[src/rtl/iir_bank_readout_if.sv]
// Sample-write and snapshot-readout bus of iir_bank_readout.
// The slave modport is the filter bank; the master modport is the producer/consumer side.
interface iir_bank_readout_if #(
    parameter int N    = 16,
    parameter int BINS = 24
);
    localparam int BW = (BINS > 1) ? $clog2(BINS) : 1;

    logic signed [N-1:0]  in;
    logic        [BW-1:0] inBin;
    logic                 write;
    logic                 start;
    logic signed [N-1:0]  outData;
    logic        [BW-1:0] outBin;
    logic                 outValid;
    logic                 outReady;
    logic                 outLast;
    logic                 busy;

    modport master (
        output in, inBin, write, start, outReady,
        input  outData, outBin, outValid, outLast, busy
    );

    modport slave (
        input  in, inBin, write, start, outReady,
        output outData, outBin, outValid, outLast, busy
    );
endinterface

[src/rtl/iir_bank_readout.sv]
// Bank of BINS single-pole IIR filters sharing one write port, with a
// snapshot-and-stream readout over a valid/ready channel.
module iir_bank_readout #(
    parameter int N        = 16,
    parameter int BINS     = 24,
    parameter int IIRCONST = 6
) (
    input logic            clk,
    input logic            rst,
    iir_bank_readout_if.slave bus
);
    localparam int BW = (BINS > 1) ? $clog2(BINS) : 1;
    localparam logic [BW-1:0] LAST_IDX = BW'(BINS - 1);

    typedef enum logic {IDLE, SEND} state_t;

    state_t              r_state;
    state_t              w_state_next;
    logic signed [N-1:0] r_live   [BINS];
    logic signed [N-1:0] r_shadow [BINS];
    logic [BW-1:0]       r_idx;

    logic                w_in_range;
    logic                w_snap;
    logic                w_xfer;
    logic signed [N-1:0] w_cur;
    logic signed [N-1:0] w_diff;
    logic signed [N-1:0] w_step;
    logic signed [N-1:0] w_upd;

    // Each intermediate is held in an N-bit signed net so it wraps before the shift.
    always_comb begin
        w_in_range = int'(bus.inBin) < BINS;
        w_cur      = w_in_range ? r_live[bus.inBin] : '0;
        w_diff     = bus.in - w_cur;
        w_step     = w_diff >>> IIRCONST;
        w_upd      = w_cur + w_step;
    end

    always_ff @(posedge clk or posedge rst) begin
        if (rst) begin
            for (int unsigned i = 0; i < BINS; i++) r_live[i] <= '0;
        end else if (bus.write && w_in_range) begin
            r_live[bus.inBin] <= w_upd;
        end
    end

    assign w_snap = (r_state == IDLE) && bus.start;
    assign w_xfer = (r_state == SEND) && bus.outReady;

    // Index stays on the last bin after the final transfer; IDLE masks it.
    always_ff @(posedge clk or posedge rst) begin
        if (rst) begin
            for (int unsigned i = 0; i < BINS; i++) r_shadow[i] <= '0;
            r_idx <= '0;
        end else if (w_snap) begin
            for (int unsigned i = 0; i < BINS; i++) r_shadow[i] <= r_live[i];
            r_idx <= '0;
        end else if (w_xfer && (r_idx != LAST_IDX)) begin
            r_idx <= r_idx + 1'b1;
        end
    end

    always_ff @(posedge clk or posedge rst) begin
        if (rst) r_state <= IDLE;
        else     r_state <= w_state_next;
    end

    always_comb begin
        w_state_next = r_state;
        case (r_state)
            IDLE:    if (bus.start) w_state_next = SEND;
            SEND:    if (bus.outReady && (r_idx == LAST_IDX)) w_state_next = IDLE;
            default: w_state_next = IDLE;
        endcase
    end

    always_comb begin
        bus.outValid = 1'b0;
        bus.outLast  = 1'b0;
        bus.busy     = 1'b0;
        bus.outData  = '0;
        bus.outBin   = '0;
        if (r_state == SEND) begin
            bus.outValid = 1'b1;
            bus.busy     = 1'b1;
            bus.outData  = r_shadow[r_idx];
            bus.outBin   = r_idx;
            bus.outLast  = (r_idx == LAST_IDX);
        end
    end
endmodule
[src/flat_wrapper.sv]
// flat-port wrapper written by rule: the top's interface ports become plain ports
module iir_bank_readout_flat 
#(
    parameter int N        = 16,
    parameter int BINS     = 24,
    parameter int IIRCONST = 6
)
  (clk, rst, bus_in, bus_inBin, bus_write, bus_start, bus_outReady, bus_outData, bus_outBin, bus_outValid, bus_outLast, bus_busy);
  iir_bank_readout_if #(.N(N), .BINS(BINS)) bus_i ();
  input logic clk;
  input logic rst;
  input wire logic [$bits(bus_i.in)-1:0] bus_in;
  input wire logic [$bits(bus_i.inBin)-1:0] bus_inBin;
  input wire logic [$bits(bus_i.write)-1:0] bus_write;
  input wire logic [$bits(bus_i.start)-1:0] bus_start;
  input wire logic [$bits(bus_i.outReady)-1:0] bus_outReady;
  output wire logic [$bits(bus_i.outData)-1:0] bus_outData;
  output wire logic [$bits(bus_i.outBin)-1:0] bus_outBin;
  output wire logic [$bits(bus_i.outValid)-1:0] bus_outValid;
  output wire logic [$bits(bus_i.outLast)-1:0] bus_outLast;
  output wire logic [$bits(bus_i.busy)-1:0] bus_busy;
  assign bus_i.in = bus_in;
  assign bus_i.inBin = bus_inBin;
  assign bus_i.write = bus_write;
  assign bus_i.start = bus_start;
  assign bus_i.outReady = bus_outReady;
  assign bus_outData = bus_i.outData;
  assign bus_outBin = bus_i.outBin;
  assign bus_outValid = bus_i.outValid;
  assign bus_outLast = bus_i.outLast;
  assign bus_busy = bus_i.busy;
  iir_bank_readout #(.N(N), .BINS(BINS), .IIRCONST(IIRCONST)) u_core (.clk(clk), .rst(rst), .bus(bus_i));
endmodule
[config.mk]
export PLATFORM = sky130hd
export DESIGN_NAME = iir_bank_readout_flat
export DESIGN_NICKNAME = d
export VERILOG_FILES = /design/src/rtl/iir_bank_readout_if.sv /design/src/rtl/iir_bank_readout.sv /design/src/flat_wrapper.sv
export SDC_FILE = /design/constraint.sdc
export NUM_CORES = 2
export LEC_CHECK = 0
export CAP_MARGIN = 25
export CORE_MARGIN = 2
export CORE_UTILIZATION = 60
export DETAILED_ROUTE_END_ITERATION = 10
export GPL_TIMING_DRIVEN = 0
export PLACE_DENSITY = 0.77
export RECOVER_POWER = 50
export SLEW_MARGIN = 5
export SYNTH_ARGS = -nofsm -noshare
export SYNTH_HDL_FRONTEND = slang
export SYNTH_SLANG_ARGS = --single-unit
[constraint.sdc]
create_clock -name clk -period 64.8 [get_ports clk]
set_input_delay 16.2 -clock clk [delete_from_list [all_inputs] [get_ports clk]]
set_output_delay 16.2 -clock clk [all_outputs]
set_load 0.02 [all_outputs]
## After elaboration in Yosys (flattened, before gate mapping)

Index checks and enable logic that the tools add are counted.

| operators by class | value |
|---|---|
| mux-type cells | 19 |
| divide/modulo/power cells | 0 |
| shifts and indexed selects | 0 |
| $lt $le $gt $ge | 4 |
| add/sub/neg operators | 3 |
| bitwise operators | 3 |
| $mul | 0 |
| equal/unequal tests | 2 |
| reduce and logical (&&, ||, !) cells | 7 |

Operators with widths:

| kind | number |
|---|---|
| bitwise mux 384 bit | 1 |
| binary-select mux 16 bit (select 5 bit) | 2 |
| two-way mux 16 bit | 7 |
| demux 16 bit (select 5 bit) | 1 |
| adder 16 x 10 -> 16 bit | 1 |
| subtractor 16 bit | 1 |
| two-way mux 5 bit | 3 |
| greater-or-equal comparator 6 bit, second input constant | 2 |
| NOT 5 -> 6 bit | 2 |
| logical AND 1 bit | 6 |
| less-than comparator 6 x 1 -> 1 bit, second input constant | 1 |
| adder 5 x 1 -> 5 bit, second input constant | 1 |
| == test 5 bit, second input constant | 1 |
| less-than comparator 5 bit, second input constant | 1 |
| != test 5 bit, second input constant | 1 |
| two-way mux 1 bit | 4 |
| one-hot mux 1 bit (2 select lines) | 1 |
| nonzero test 2 bit | 1 |
| NOT 1 bit | 1 |

| storage, ports and cells | value |
|---|---|
| output and inout bits | 24 |
| bits in latches | 0 |
| RAM bits | 0 |
| flip-flop bits (word level) | 774 |
| bits in read-only memories | 0 |
| memories | 0 |
| input bits | 26 |

## Depth between registers and ports, before layout

| logic depth | value |
|---|---|
| depth in word-level cells | 8 |
| depth in mapped cells | 31 |
| mapped depth without buffers | 24 |

## Worst setup path before layout

Ideal clock, no wire load.

| timing path | value |
|---|---|
| path type | input to register |
| start point | in bus_inBin[0] |
| end point | reg u_core.r_live[14] (netlist bit) |
| setup slack | 42.580 ns |
| required time | 64.662 ns |
| buffers on the path | 6 |
| arrival | 22.082 ns |
| cell stages on the path | 29 |
| cell sequence | buf_6 buf_6 clkbuf_1 buf_1 mux4_2 a22oi_1 and3_1 ha_1 o211ai_1 nand4b_1 nand2_1 or2_2 a21o_1 a21oi_1 xnor2_1 ha_1 inv_1 fa_1 nor2b_1 o21ai_0 a21boi_0 o21ai_0 a21oi_1 o21ai_0 a21oi_1 clkbuf_1 o21a_1 clkbuf_1 o211ai_1 |

| on the way | value |
|---|---|
| longest elaborated chain between the ends | 8 |

RTL lines:

| element | RTL line | text |
|---|---|---|
| start: declaration | flat_wrapper.sv:13 | `input wire logic [$bits(bus_i.inBin)-1:0] bus_inBin;` |
| NOT 5 -> 6 bit (not written as such) | iir_bank_readout.sv:34, iir_bank_readout.sv:44 |  |
| binary-select mux 16 bit (select 5 bit) | iir_bank_readout.sv:34 | `w_cur = w_in_range ? r_live[bus.inBin] : '0;` |
| two-way mux 16 bit (not written as such) (2 in series) | iir_bank_readout.sv:34 |  |
| two-way mux 16 bit | iir_bank_readout.sv:34 |  |
| subtractor 16 bit | iir_bank_readout.sv:35 | `w_diff = bus.in - w_cur;` |
| adder 16 x 10 -> 16 bit | iir_bank_readout.sv:37 | `w_upd = w_cur + w_step;` |
| bitwise mux 384 bit | iir_bank_readout.sv:44 | `r_live[bus.inBin] <= w_upd;` |
| end signal: indexed assignment | iir_bank_readout.sv:44 |  |
| end: declaration | iir_bank_readout.sv:19 | `logic signed [N-1:0] r_live [BINS];` |

Several ways; a longest one is shown, not always the timed one. The select of a mux whose other input is x is not followed.
A chain may end at the register's enable or synchronous reset.

==> results.sh <==
export IMPL_remaining_drc_errors=0
export IMPL_drt_total_wl_um=127400
export IMPL_rsz0062_at_grt="no"
export IMPL_cts_buffers=79
export IMPL_routabilityCongestion=1.001
export IMPL_finalSetupTns_ns=0
export IMPL_fin_ws_ns=31.55
export IMPL_path_common_cell="clkbuf_1"
export IMPL_avgViaCountPerCell=6.917
export IMPL_drive_above_1_share=0.2397
export IMPL_start_util=0.6027
export IMPL_drt_iter0_markers=4196
export IMPL_die_h_um=252.3
export IMPL_cap_violations=7
export IMPL_antenna_found_initial=6
export IMPL_fin_nets=3309
export IMPL_cts_tree="done"
export IMPL_synth_area_leaders="dfrtp_1, mux4_2, mux2_2"
export IMPL_synth_top_area_frac=0.5236
export IMPL_yosys_area_top_type="dfrtp_1"
export IMPL_cp_arrival_ns=32.88
export IMPL_leakage_nw=18.69
export IMPL_stdcell_count=4104
export IMPL_rows=91
export IMPL_grtUsageTotal=0.4095
export IMPL_finalMaxSlewViolations=759
export IMPL_fmax_mhz=30.08
export IMPL_r2r_setup_slack_ns=57.35
export IMPL_min_period_ns=33.25
export IMPL_cts_buffer_depth=3
export IMPL_cp_max_fo=111
export IMPL_finalPower_mw=2.168
export IMPL_violations="capacitance limit, slew limit"
export IMPL_multiInputGateArea_um2=16440
export IMPL_clock_sinks=774
export IMPL_dp_cells=3950
export IMPL_synth_fp_nets=3141
export IMPL_synth_area_um2=36990
export IMPL_yosys_warnings=0
export IMPL_die_w_um=252.3
export IMPL_crit_type="in2async"
export IMPL_h_tree_depth=3
export IMPL_powerDensity_nw_per_um2=52.07
export IMPL_post_cts_resize_count=0
export IMPL_cts_root_buf="clkbuf_16"
export IMPL_port_buffers=48
export IMPL_clock_latency_ns=0.64
export IMPL_ys_types=52
export IMPL_drtPass1Iterations=6
export IMPL_status="complete, but fails checks"
export IMPL_synth_main_ff_cell="dfrtp_1"
export IMPL_fillers=4343
export IMPL_skew_ns=0.02172
export IMPL_grt_overflow=0
export IMPL_wire_per_inst_um=31.03
export IMPL_finalSetupViolCount=0
export IMPL_yosys_register_bits=774
export IMPL_grt_pass1_wl_um=188700
export IMPL_cp_end_kind="async pin"
export IMPL_dp_worst_setup_slack_ns=39.21
export IMPL_dieArea_um2=63650
export IMPL_synth_edf_count=0
export IMPL_path_cells="dlygate4sd3_1, clkinvlp_2, clkbuf_1, clkbuf_1, clkbuf_1, clkbuf_1"
export IMPL_ys_seq_area_frac=0.5236
export IMPL_min_path_type="reg2reg"
export IMPL_first_global_vias=28530
export IMPL_vdd_drop_max_mv=0.03687
export IMPL_period_share=0.5131
export IMPL_core_area_um2=61370
export IMPL_start_kind="input pin"
export IMPL_fin_util=0.6784
export IMPL_synthToLayoutAreaGrowth_pct=12.55
export IMPL_cts_hold_buf=0
export IMPL_syn_inst=3082
export IMPL_antenna_left=0
export IMPL_register_area_um2=19370
export IMPL_cts_setup_buffers=0
export IMPL_slowest_delay_ns=4.19
export IMPL_slew_headroom=-3.411
export IMPL_crit_path_top_delay_cell="clkbuf_1"
export IMPL_grt_start_max_net_pins=131
export IMPL_worstPathRequired_ns=64.43
export IMPL_syn_avg_cell_area_um2=12.00
export IMPL_synthArstFlopShare=1.000
export IMPL_via_count=28390
export IMPL_ios=50
export IMPL_hold_viol_final=0
export IMPL_clkTransAtPathRegs_ns=0.06
export IMPL_hpwl_um=93980
export IMPL_worstMarginPinSlew_ns=6.617
[metrics by stage]
stage,cell area (um^2),hold slack [ns]
2_1_floorplan,36990,0.4570
3_3_place_gp,38460,0.4755
3_5_place_dp,38950,0.4868
4_1_cts,41690,0.5012
5_1_grt,41630,0.5089
6_report,41630,0.4999
[final timing paths]
check,start,depth (start not counted),to
max reg2reg,u_core.r_live[130],26,u_core.r_live[268]
max,rst,6,u_core.r_shadow[21]
min in group asynchronous,rst,2,u_core.r_shadow[208]
max in group clk,bus_inBin[1],30,u_core.r_live[268]
min,u_core.r_shadow[373],1,u_core.r_shadow[373]
min reg2reg,u_core.r_shadow[373],1,u_core.r_shadow[373]
[placed cells by master (no fill, tap or decap), drive strengths merged, types with 43 or more instances in the layout]
| cell | synthesis | routed |
|---|---|---|
| dfrtp | 774 | 774 |
| nand2 | 496 | 496 |
| mux2 | 385 | 385 |
| o21ai | 374 | 374 |
| clkbuf | 233 | 357 |
| mux4 | 208 | 208 |
| nor2 | 99 | 99 |
| a21oi | 66 | 66 |
| buf | 28 | 60 |
| o211ai | 52 | 52 |
| a22oi | 48 | 48 |
| clkdlybuf4s50 | 0 | 43 |
| inv | 43 | 43 |
[where the power goes]
part / switching [mW] / internal (mW)
sequential: 0.134 / 0.666
combinational: 0.561 / 0.325
clock: 0.197 / 0.284
[metal layers]
layer | vias up | GRT usage | part of all wire
li1 | 11430 | - | -
met1 | 14530 | 0.5341 | 0.37
met2 | 1962 | 0.6102 | 0.45
met3 | 467 | 0.1420 | 0.12
met4 | 6 | 0.2164 | 0.063
met5 | - | 0 | 0.00027
[cells in the mapped netlist (all sizes together), types with 24 or more instances]
cell and instances:
and2 26, inv 43, dfrtp 774, a22oi 48, clkbuf 233, nand2 496
or4 24, nor2 99, ha 32, a21oi 66, o31ai 26, mux4 208
buf 28, nand3 32, o21ai 374, mux2 385, o211ai 52
[worst max-delay path, delay by kind of cell]
kind | cells | cell delay (ns)
buffers and inverters | 6 | 16.38
[sequential cells by signal, summed over array words and instances, names as in the netlist]
name / flops
u_core.r_idx: 5
u_core.r_shadow: 384
u_core.r_live: 384
u_core.r_state: 1
[cells by family (layout without fill, tap and decap cells)]
family                   count (synthesis)  count (layout)  share of synthesized area
flip-flops                             774             774                     0.5236
AND/OR/NAND/NOR                        735             735                    0.08413
multiplexers                           610             610                     0.2485
AO/OA/AOI/OAI                          605             605                    0.09543
buffers and inverters                  304             535                    0.03180
adder cells (fa/ha/maj)                 33              33                    0.01137
XOR/XNOR                                21              21                   0.005176
other                                    0               1                          0
[area by class of cell]
cell class / instances / share of cell area
Antenna cell: 1 / 0.00006011
Buffer: 261 / 0.02443
Inverter: 43 / 0.003907
Multi-Input combinational cell: 2004 / 0.3950
Timing Repair Buffer: 87 / 0.02185
Tap cell: 790 / 0.02374
Sequential cell: 774 / 0.4652
Clock inverter: 27 / 0.008265
Clock buffer: 117 / 0.05752
No activity file was read; power rests on OpenSTA's default activity.
